[config.mk]
export PLATFORM = sky130hd
export DESIGN_NAME = btn_conditioner
export DESIGN_NICKNAME = d
export VERILOG_FILES = /design/src/rtl/btn_conditioner.sv
export SDC_FILE = /design/constraint.sdc
export NUM_CORES = 1
export LEC_CHECK = 0
export BUFFER_PORTS_ARGS = -buffer_cell sky130_fd_sc_hd__buf_2
export CAP_MARGIN = 20
export CORE_ASPECT_RATIO = 1.2
export CORE_MARGIN = 10
export CORE_UTILIZATION = 40
export CTS_CLUSTER_DIAMETER = 80
export DETAILED_ROUTE_END_ITERATION = 8
export SETUP_SLACK_MARGIN = 0.02
export SYNTH_ARGS = -nofsm -noshare
export SYNTH_HDL_FRONTEND = slang
export SYNTH_SLANG_ARGS = --single-unit
[constraint.sdc]
create_clock -name clock_in -period 2.06 [get_ports clock_in]
set_input_delay 0.412 -clock clock_in [delete_from_list [all_inputs] [get_ports clock_in]]
set_output_delay 0.412 -clock clock_in [all_outputs]
set_load 0.005 [all_outputs]
[src/rtl/btn_conditioner.sv]
// Button/switch conditioner: 2-flop sync, sampled debounce,
// press pulses and a RUN/HOLD pause toggle.
// Ports:
//   clock_in, reset (async, active-high)
//   rst_button, pause_button, adj_switch, sel_switch : raw inputs
//   clr_pulse, pause_pulse : one-cycle press pulses
//   paused : pause state, adj/sel : debounced switch levels
module btn_conditioner #(
  parameter int SAMPLE_DIV     = 100000,
  parameter int DEBOUNCE_TICKS = 4
) (
  input  logic clock_in,
  input  logic reset,
  input  logic rst_button,
  input  logic pause_button,
  input  logic adj_switch,
  input  logic sel_switch,
  output logic clr_pulse,
  output logic pause_pulse,
  output logic paused,
  output logic adj,
  output logic sel
);

  localparam int CW = $clog2(SAMPLE_DIV);
  localparam logic [CW-1:0] LAST = CW'(SAMPLE_DIV - 1);
  localparam logic [3:0] DT = 4'(DEBOUNCE_TICKS);

  localparam logic [0:0] RUN  = 1'b0;
  localparam logic [0:0] HOLD = 1'b1;

  // channel order: 0 rst, 1 pause, 2 adj, 3 sel
  logic [3:0] raw_bus;
  logic [3:0] sync_a;
  logic [3:0] sync_b;

  logic [CW-1:0] cnt;
  logic          sample_tick;

  logic [3:0] stable;
  logic [3:0] agree [4];
  logic [1:0] stable_d;

  logic [0:0] state;

  assign raw_bus = {sel_switch, adj_switch,
                    pause_button, rst_button};

  always_ff @(posedge clock_in or posedge reset) begin
    if (reset) begin
      sync_a <= '0;
      sync_b <= '0;
    end else begin
      sync_a <= raw_bus;
      sync_b <= sync_a;
    end
  end

  always_ff @(posedge clock_in or posedge reset) begin
    if (reset) begin
      cnt <= '0;
    end else if (cnt == LAST) begin
      cnt <= '0;
    end else begin
      cnt <= cnt + 1'b1;
    end
  end

  assign sample_tick = (cnt == LAST);

  // agree counts consecutive samples that disagree
  // with the stable level; any agreeing sample restarts it
  always_ff @(posedge clock_in or posedge reset) begin
    if (reset) begin
      stable <= '0;
      for (int i = 0; i < 4; i++) begin
        agree[i] <= '0;
      end
    end else if (sample_tick) begin
      for (int i = 0; i < 4; i++) begin
        if (sync_b[i] == stable[i]) begin
          agree[i] <= '0;
        end else if (agree[i] + 4'd1 == DT) begin
          stable[i] <= sync_b[i];
          agree[i]  <= '0;
        end else begin
          agree[i] <= agree[i] + 4'd1;
        end
      end
    end
  end

  always_ff @(posedge clock_in or posedge reset) begin
    if (reset) begin
      stable_d    <= '0;
      clr_pulse   <= 1'b0;
      pause_pulse <= 1'b0;
    end else begin
      stable_d    <= stable[1:0];
      clr_pulse   <= stable[0] & ~stable_d[0];
      pause_pulse <= stable[1] & ~stable_d[1];
    end
  end

  // clear wins over a coincident pause press
  always_ff @(posedge clock_in or posedge reset) begin
    if (reset) begin
      state <= RUN;
    end else if (clr_pulse) begin
      state <= RUN;
    end else if (pause_pulse) begin
      state <= (state == RUN) ? HOLD : RUN;
    end
  end

  assign paused = (state == HOLD);
  assign adj    = stable[2];
  assign sel    = stable[3];

endmodule

# Yosys cells after proc, flatten, opt, wreduce, memory -nomap -nowiden
# Index checks and enable logic that the tools add are counted.
dict set report totals {
  reg_bits 50
  in_bits 6
  output_inout_bits 5
  elab_cells 54
}
dict set report classes {
  n_addsub 5
  eq_ne 9
  muxes 12
  bitwise_logic 8
  reduce_logical 5
}
# cell n
set op_table {}
lappend op_table {{$mux W4} 8}
lappend op_table {{$add A17 B1 Y17 const B} 1}
lappend op_table {{$eq A17 B17 Y1 const B} 1}
lappend op_table {{$mux W17} 1}
lappend op_table {{$add A4 B1 Y4 const B} 4}
lappend op_table {{$eq A4 B3 Y1 const B} 4}
lappend op_table {{$reduce_and A3 Y1} 4}
lappend op_table {{$not A1 Y1} 6}
lappend op_table {{$eq A1 B1 Y1} 4}
lappend op_table {{$mux W1} 3}
lappend op_table {{$and A1 B1 Y1} 2}
lappend op_table {{$reduce_bool A2 Y1} 1}

# Depth between registers and ports, before layout
# Gate-level depths: netlist (run 1).
dict set report depth {
  word_depth 4
  mapped_depth 6
  mapped_depth_nobuf 5
}

# Worst setup path after synthesis (run 1)
# No wires, ideal clock.
dict set report synth_timing {
  kind {flip-flop to flip-flop}
  from {reg cnt[0]}
  to {reg stable[3]}
  setup_time_ps 125
  arrival_ps 1651
  required_time_ps 1935
  path_slack_ps 285
  stages_incl_launch_ff 7
  path_buffers 1
  synth_period_minus_slack_ps 1775
  path_cell_list {dfrtp_1 > ha_1 > and2_1 > nand4bb_2 > buf_2 > nor3b_1 > mux2_2}
}
dict set report synth_between {
  elab_chain_cells 2
}
# element line_no
set synth_lines {}
lappend synth_lines {{start, declared} 37} ;# logic [CW-1:0] cnt;
lappend synth_lines {{start signal, assigned} 65} ;# cnt <= cnt + 1'b1;
lappend synth_lines {{$eq A17 B17 Y1} 69} ;# assign sample_tick = (cnt == LAST);
lappend synth_lines {{$reduce_and A3 Y1 (no line)} -}
lappend synth_lines {{end signal, assigned by index} 84} ;# stable[i] <= sync_b[i];
lappend synth_lines {{end, declared} 40} ;# logic [3:0] stable;
# No other way between the ends.
# A chain may end at the register's enable or synchronous reset.

# Worst setup path in the final report (run 1)
dict set report layout_timing {
  from {reg cnt[0]}
  to {reg stable[2]}
}
# The elaborated chain is that of the path after synthesis.

==> results.cfg, run 1 <==
[power_and_ir_drop]
combPwrFrac_pct = 2.2
clkPwrFrac_pct = 39.8
p_leak_nw = 1.158
p_sw_share_pct = 20.76
netSwitchingPower_mw = 0.3558
p_seq_share_pct = 58.0
p_total_mw = 1.714
power.density_nw_per_um2 = 682.9
intPower_mw = 1.358
vdd_drop_max_uv = 292.2

[critical_path]
worst-setup-path-type = flip-flop to flip-flop
cp_max_fo = 25
cp-end-kind = flip-flop
start_kind = flip-flop
cp-startpoint = cnt[0]
r2r_start = cnt[0]
arrival_ns = 2.05
cp_data_required_time_ns = 2.26

[synth]
synth_edf_count = 0
syn_avg_cell_area_um2 = 11.46
yosysWarnings = 0
synth_largest_area_cell = dfrtp_1
synthTopCellsByArea = dfrtp_1 55%, xor2_1 5.4%, xnor2_1 3.1%
syn_area_um2 = 2258
synthDistinctLibCells = 38
synth_nets = 208
ys_seq_elements = 50
yosysSeqAreaShare_pct = 55.40
yosysTopAreaCellShare_pct = 55.40
yosysMostFrequentCell = dfrtp_1
synth_cells = 197
synth_commonest_cells = 50 x dfrtp_1, 15 x nor2_1, 14 x nand2_1, 14 x xor2_1, 10 x o21ai_0
async_flop_share_pct = 100.0
yosys_most_used_dff = dfrtp_1

[sta]
relSlewSlack_pct = 77.04
finalCriticalPeriod_ns = 1.856
worstMarginPinSlew_ns = 0.3400
finalSetupViolCount = 0
rsz0062_at_grt = no
clock_skew_ns = 0.006428
fin_crit_sh_pct = 90.10
slew_violations = 0
timing.setup.tns_ns = 0
clock.fmax_mhz = 538.8
hold_viol_final = 0

[placed_design]
io_buffers = 10
place_hpwl_um = 2622
place.gp.congestion = 0.7928

[global_route]
grt_overflow = 0
grt_pass1_wl_um = 6768
grt_pass1_vias = 1496
antenna_found_initial = 0
grt_start_max_net_pins = 51
track_usage_pct = 9.469

[clock_tree]
post_cts_buffers = 0
clock_path_buffers = 2
cts_max_level = 2
cts_tree = built
cts.repair.resized = 0
path_clk_slew_ns = 0.09
cts-root-buf = clkbuf_8
numCtsBuffers = 5
cts.sinks = 50
cts_hold_buf = 0
clkLatencyLatePin_ns = 0.30

[route]
vias = 1502
drc_errors = 0
first_pass_iters = 3
wl_per_cell_um = 14.07
routed_wirelength_um = 3898
ant_nets = 0
drtIter0Drc = 73
vias_per_cell = 5.422

[die]
core_um2 = 5370
die_x_um = 88.60
initial_core_util_pct = 42.05
fp.dieH_um = 102.3
fp-row-count = 29
dieArea_um2 = 9064
boundaryPins = 11

[min_path]
hold_path.class = input pin to asynchronous set/reset pin

[finish]
fin_nets = 225
drive_above_1_share_pct = 16.28
diodes = 0
area_growth_pct = 11.14

[outcome]
outcome = finished, final reports clean

[flow_run]
maxCapViolCount = 0
==> final cells by class <==
cell class / instances / area, um2
Clock inverter: 3 / 40.04
Multi-Input combinational cell: 137 / 949.7
Inverter: 4 / 15.01
Sequential cell: 50 / 1251
Tap cell: 62 / 77.57
Fill cell: 516 / 2860
Clock buffer: 5 / 68.82
Timing Repair Buffer: 16 / 107.6
==> placed cells by master, fill, tap and decap left out, types with 3 or more instances in the layout <==
master / instances
buf_4: 5
o21ai_0: 10
buf_2: 10
nand2_1: 14
o41ai_1: 4
nor2_1: 15
mux2_2: 4
nor3b_1: 4
a22o_1: 6
nand4_1: 4
clkbuf_8: 5
ha_1: 5
xor2_1: 14
o31ai_1: 5
xnor2_1: 8
and2_1: 3
nor2b_1: 3
inv_1: 3
or4_1: 3
dfrtp_1: 50
nand3_1: 9
nor3_1: 4
==> critical path, cell delays in order, from the launching register on <==
cell and delay, ns:
dfrtp_1 0.37, ha_1 0.17, and2_1 0.20, nand4bb_2 0.11, buf_4 0.22, nor4_1 0.30, mux2_2 0.37
==> power groups by stage <==
| stage | logic [mW] | registers [mW] | clock network (mW) |
|---|---|---|---|
| after global routing | 0.0446 | 0.995 | 0.753 |
| after global placement | 0.0401 | 1.01 | 0 |
| final | 0.0380 | 0.994 | 0.683 |
| after detailed placement | 0.0405 | 1.01 | 0 |
| after CTS | 0.0406 | 0.994 | 0.716 |
| after floorplan | 0.0233 | 1.01 | 0 |
==> cells by family (layout without fill, tap and decap cells) <==
kind of cell | Yosys count | after routing | share of synthesized area [%]
DFF | 50 | 50 | 55.40
buffers and inverters | 10 | 28 | 2.548
muxes | 4 | 4 | 1.994
xor gates and xnor gates | 22 | 22 | 8.532
AOI/OAI and AO/OA | 36 | 36 | 11.58
adders and majority gates | 5 | 5 | 2.770
and+or+nand+nor | 70 | 70 | 17.17
==> through the flow <==
step	worst slack [ns]	instances	hold slack [ns]	area (um2)	utilization, %
floorplan	0.2845	197	0.3312	2258	-
CTS	0.1799	277	0.1338	2510	46.74
detailed placement	0.1981	269	0.3365	2401	44.71
global route	0.09596	277	0.1473	2510	46.74
global placement	0.2481	269	0.3313	2401	44.71
finish	0.2040	277	0.1227	2510	46.74
==> layer usage <==
metal	share of wire [%]	track usage, %	routed length, um
met5	0	0	0
met4	1.9	4.483	73
met3	2.7	3.025	105
met2	50	15.11	1934
met1	46	11.31	1785
==> final timing paths <==
kind / slack (ns) / to / cells after the start
max reg2reg: 0.20 / stable[2] / 6
max: 0.20 / stable[2] / 6
min reg2reg: 0.36 / sync_b[1] / 0
min: 0.12 / sync_a[1] / 3
min in group clock_in: 0.20 / sync_a[1] / 1
max in group asynchronous: 1.70 / agree[3] / 3
==> registers in the layout, indices dropped and copies added (netlist names) <==
| name | flops |
|---|---|
| agree | 16 |
| clr_pulse | 1 |
| cnt | 17 |
| pause_pulse | 1 |
| paused | 1 |
| stable | 4 |
| stable_d | 2 |
| sync_a | 4 |
| sync_b | 4 |
Note: power is estimated with default switching activity, not from simulation.
==> run 2, diff against run 1 <==
- CORE_ASPECT_RATIO: 1.2 -> not set
==> run 2 against run 1 <==
Against the previous run:
- design area decreased by 0.45%
- highest routed layer unchanged
- global-route usage rose by 0.072 points
- critical path type unchanged
- non-clock buffer count increased by 1
- power shrank 7.0%
==> results.cfg, run 2 (synthesis results as in run 1) <==
[finish]
seq_area_um2 = 1251
fin_util_pct = 45.38
largest_reg_flops = 17
final_common_cell = dfrtp_1
top_register = cnt
final_area_um2 = 2499
drive_above_1_share_pct = 16.67
area_growth_pct = 10.64
largestRegisters = cnt: 17 flops, agree: 16 flops
diodes = 0
fillers = 538
fin_nets = 226
multi_input_area_um2 = 949.7
final_cell_mix = 50 x dfrtp_1, 15 x nor2_1, 14 x nand2_1, 14 x xor2_1

[sta]
worstMarginPinSlew_ns = 0.4944
finalCriticalPeriod_ns = 1.867
hold_viol_final = 0
relSlewSlack_pct = 66.99
finalSetupViolCount = 0
timing.setup.tns_ns = 0
clock_skew_ns = 0.01134
clock.fmax_mhz = 535.6
slew_violations = 0
hold_ws_ns = 0.1184
fin_crit_sh_pct = 90.63
rsz0062_at_grt = no

[clock_tree]
cts_hold_buf = 0
post_cts_buffers = 0
clkLatencyLatePin_ns = 0.30
cts.sinks = 50
cts_max_level = 2
cts.repair.resized = 0
clock_path_buffers = 2
numCtsBuffers = 5
cts-root-buf = clkbuf_8
cts_tree = built
path_clk_slew_ns = 0.10

[route]
wl_per_cell_um = 13.04
routed_wirelength_um = 3756
drtIter0Drc = 58
maxUsedRoutingLayer = met4
wl_met1_um = 1918
first_pass_iters = 4
ant_nets = 0
drc_errors = 0
dr_wl_met2_um = 1639
wl_met3_um = 106
vias_per_cell = 5.167
vias = 1488

[critical_path]
arrival_ns = 2.07
worst-setup-path-type = flip-flop to flip-flop
cp_max_fo = 25
cp_data_required_time_ns = 2.26
start_kind = flip-flop
cp-end-kind = flip-flop

[die]
boundaryPins = 11
fp-row-count = 27
initial_core_util_pct = 41.01
dieArea_um2 = 9052
core_um2 = 5507
die_x_um = 95.14
fp.dieH_um = 95.14

[global_route]
antenna_found_initial = 0
grt_pass1_vias = 1529
grt_overflow = 0
track_usage_pct = 9.541
grt_pass1_wl_um = 6941
grt_start_max_net_pins = 26

[placed_design]
io_buffers = 10
place_hpwl_um = 2611
placed_area_um2 = 2409
place.gp.congestion = 0.7944

[power_and_ir_drop]
clkPwrFrac_pct = 35.4
p_leak_nw = 1.144
combPwrFrac_pct = 2.3
intPower_mw = 1.238
vdd_drop_max_uv = 442.3
p_sw_share_pct = 22.32
p_seq_share_pct = 62.3
power.density_nw_per_um2 = 637.8
netSwitchingPower_mw = 0.3558

[min_path]
hold_path.class = input pin to asynchronous set/reset pin

[outcome]
outcome = finished, final reports clean

[flow_run]
maxCapViolCount = 0
-- run 2: cell types whose count changed in the layout (fill, tap and decap cells not counted), sizes merged --
cell | previous run | this run
clkinvlp | 0 | 1
buf | 16 | 17
bufinv | 1 | 0
-- run 2: cell type report --
class                           count  share of cell area, %
Inverter                            4                 0.6009
Multi-Input combinational cell    137                  38.01
Sequential cell                    50                  50.08
Clock buffer                        5                  2.754
Tap cell                           72                  3.605
Timing Repair Buffer               17                  4.106
Clock inverter                      3                 0.8513
-- run 2: worst paths after layout --
check | start | end | slack, ns | cells past startpoint
max | cnt[5] | stable[1] | 0.19 | 5
min | reset | agree[2] | 0.12 | 2
max reg2reg | cnt[5] | stable[1] | 0.19 | 5
min reg2reg | sync_a[1] | sync_b[1] | 0.35 | 0
max in group asynchronous | reset | cnt[12] | 1.33 | 3
min in group clock_in | pause_button | sync_a[1] | 0.21 | 1
-- run 2: routing by layer --
metal | GRT usage, % | vias to the layer above
li1 | - | 744
met5 | 0 | -
met4 | 4.489 | 0
met3 | 2.749 | 7
met2 | 14.55 | 17
met1 | 12.20 | 720
-- run 2: per-stage QoR --
step	total power, mW	setup slack (ns)	std cells
6_report	1.594	0.1931	288
3_5_place_dp	1.051	0.1956	280
4_1_cts	1.620	0.1910	288
3_3_place_gp	1.051	0.2591	280
5_1_grt	1.671	0.03935	288
2_1_floorplan	1.035	0.2845	197
-- run 2: power by group through the flow --
stage / sequential (mW) / combinational (mW) / clock, mW
after detailed placement: 1.01 / 0.0382 / 0
after global placement: 1.01 / 0.0383 / 0
final: 0.993 / 0.0362 / 0.564
after CTS: 0.994 / 0.0382 / 0.588
after floorplan: 1.01 / 0.0233 / 0
after global routing: 0.995 / 0.0426 / 0.634
-- run 2: worst max-delay path, cell delays in order, from the launching register on --
cell and delay [ns]:
dfrtp_1 0.46, nor4b_2 0.32, nand3_2 0.09, buf_4 0.22
nor4_1 0.30, mux2_2 0.37
==> run 3, diff against run 2 <==
- CAP_MARGIN: 20 -> not set
- SETUP_SLACK_MARGIN: 0.02 -> 0.2
==> run 3 against run 2 <==
Against the previous run:
- clock-buffer cell count is the same
- cell count unchanged
- die area did not move
- largest cell class unchanged
==> results.cfg, run 3 (synthesis results as in run 1) <==
[finish]
seq_area_um2 = 1252
fin_nets = 226
final_common_cell = dfrtp_1
multi_input_area_um2 = 983.4
final_area_um2 = 2541
largest_reg_flops = 17
largestRegisters = cnt: 17 flops, agree: 16 flops
area_growth_pct = 12.52
drive_above_1_share_pct = 19.44
final_cell_mix = 49 x dfrtp_1, 15 x nor2_1, 14 x nand2_1, 14 x xor2_1
diodes = 0
top_register = cnt
fillers = 526

[power_and_ir_drop]
p_sw_share_pct = 22.35
clkPwrFrac_pct = 35.4
p_seq_share_pct = 62.3
combPwrFrac_pct = 2.3
power.density_nw_per_um2 = 627.5
vdd_drop_max_uv = 441.7
p_total_mw = 1.594
netSwitchingPower_mw = 0.3564
p_leak_nw = 1.151
intPower_mw = 1.238

[sta]
worst_slack_ns = 0.2945
finalCriticalPeriod_ns = 1.766
worstMarginPinSlew_ns = 0.4960
clock.fmax_mhz = 566.4
hold_viol_final = 0
slew_violations = 0
fin_crit_sh_pct = 85.71
hold_ws_ns = 0.1180
clock_skew_ns = 0.01279
relSlewSlack_pct = 66.89
timing.setup.tns_ns = 0
rsz0062_at_grt = no
finalSetupViolCount = 0

[route]
vias_per_cell = 5.160
vias = 1486
wl_per_cell_um = 13.16
routed_wirelength_um = 3789
ant_nets = 0
first_pass_iters = 4
drtIter0Drc = 72
drc_errors = 0

[critical_path]
cpPeakStageDelay_ns = 0.47
cp_max_fo = 25
reg2reg_to = stable[1]
crit_path_top_delay_cell = dfrtp_2
start_kind = flip-flop
rrSetupSlack_ns = 0.29
reg2reg_depth = 5
cp-end-kind = flip-flop
arrival_ns = 1.97
r2r_start = cnt[5]
crit_chain = nor4b_4 > nand3_2 > buf_6 > nor4_2 > mux2_2
cp_data_required_time_ns = 2.26
worst-setup-path-type = flip-flop to flip-flop

[global_route]
grt_pass1_wl_um = 6982
grt_pass1_vias = 1518
track_usage_pct = 9.590
antenna_found_initial = 0
grt_overflow = 0
grt_start_max_net_pins = 26

[die]
fp-row-count = 27
die_x_um = 95.14
initial_core_util_pct = 41.01
dieArea_um2 = 9052
core_um2 = 5507
boundaryPins = 11
fp.dieH_um = 95.14

[clock_tree]
cts_max_level = 2
cts-root-buf = clkbuf_8
cts_tree = built
clkLatencyLatePin_ns = 0.30
path_clk_slew_ns = 0.10
post_cts_buffers = 0
numCtsBuffers = 5
clock_path_buffers = 2
cts.sinks = 50

[placed_design]
place_hpwl_um = 2611
place_ws_ns = 0.1956
placed_area_um2 = 2409
io_buffers = 10
place.gp.congestion = 0.7944

[flow_run]
maxCapViolCount = 0

[min_path]
hold_path.class = input pin to asynchronous set/reset pin

[outcome]
outcome = finished, final reports clean
==> run 3: worst max path at each step <==
stage | from | endpoint | slack [ns] | cells after the start
detailed placement | cnt[5] | stable[1] | 0.20 | 5
global route | cnt[0] | stable[1] | 0.22 | 6
CTS | cnt[0] | stable[2] | 0.21 | 6
floorplan | cnt[0] | stable[3] | 0.28 | 6
global placement | cnt[0] | stable[1] | 0.26 | 6
finish | cnt[5] | stable[1] | 0.29 | 5
==> run 3: cell type report <==
cell class	count	share of cell area, %
Clock buffer	5	2.708
Clock inverter	3	0.8370
Inverter	4	0.5908
Multi-Input combinational cell	137	38.70
Sequential cell	50	49.29
Tap cell	72	3.545
Timing Repair Buffer	17	4.333
==> run 3: per-layer routing <==
layer  wire length, um  GRT usage (%)
met1              1949          12.39
met2              1658          14.49
met3                90          2.749
met4                91          4.489
met5                 0              0
==> run 3: stage by stage <==
step / instances / util, %
floorplan: 197 / -
global placement: 280 / 43.74
detailed placement: 280 / 43.74
CTS: 288 / 45.49
global route: 288 / 46.15
finish: 288 / 46.15
==> run 3: power by group through the flow <==
stage	Combinational (mW)	Sequential [mW]	Clock, mW
floorplan	0.0233	1.01	0
finish	0.0364	0.993	0.565
CTS	0.0382	0.994	0.588
detailed placement	0.0382	1.01	0
global route	0.0427	0.995	0.634
global placement	0.0383	1.01	0
==> run 3: worst max-delay path, delay by kind of cell (launching register included) <==
family                 cells  cell delay, ns
multiplexers               1            0.36
buffers and inverters      1            0.18
flip-flops                 1            0.47
AND/OR/NAND/NOR            3            0.65
==> run 3: repair_timing <==
item | 4_1_cts | 5_1_grt
resized for setup | 1 | 8
endpoints found under the setup margin | 1 | 14
hold buffers | 0 | 0
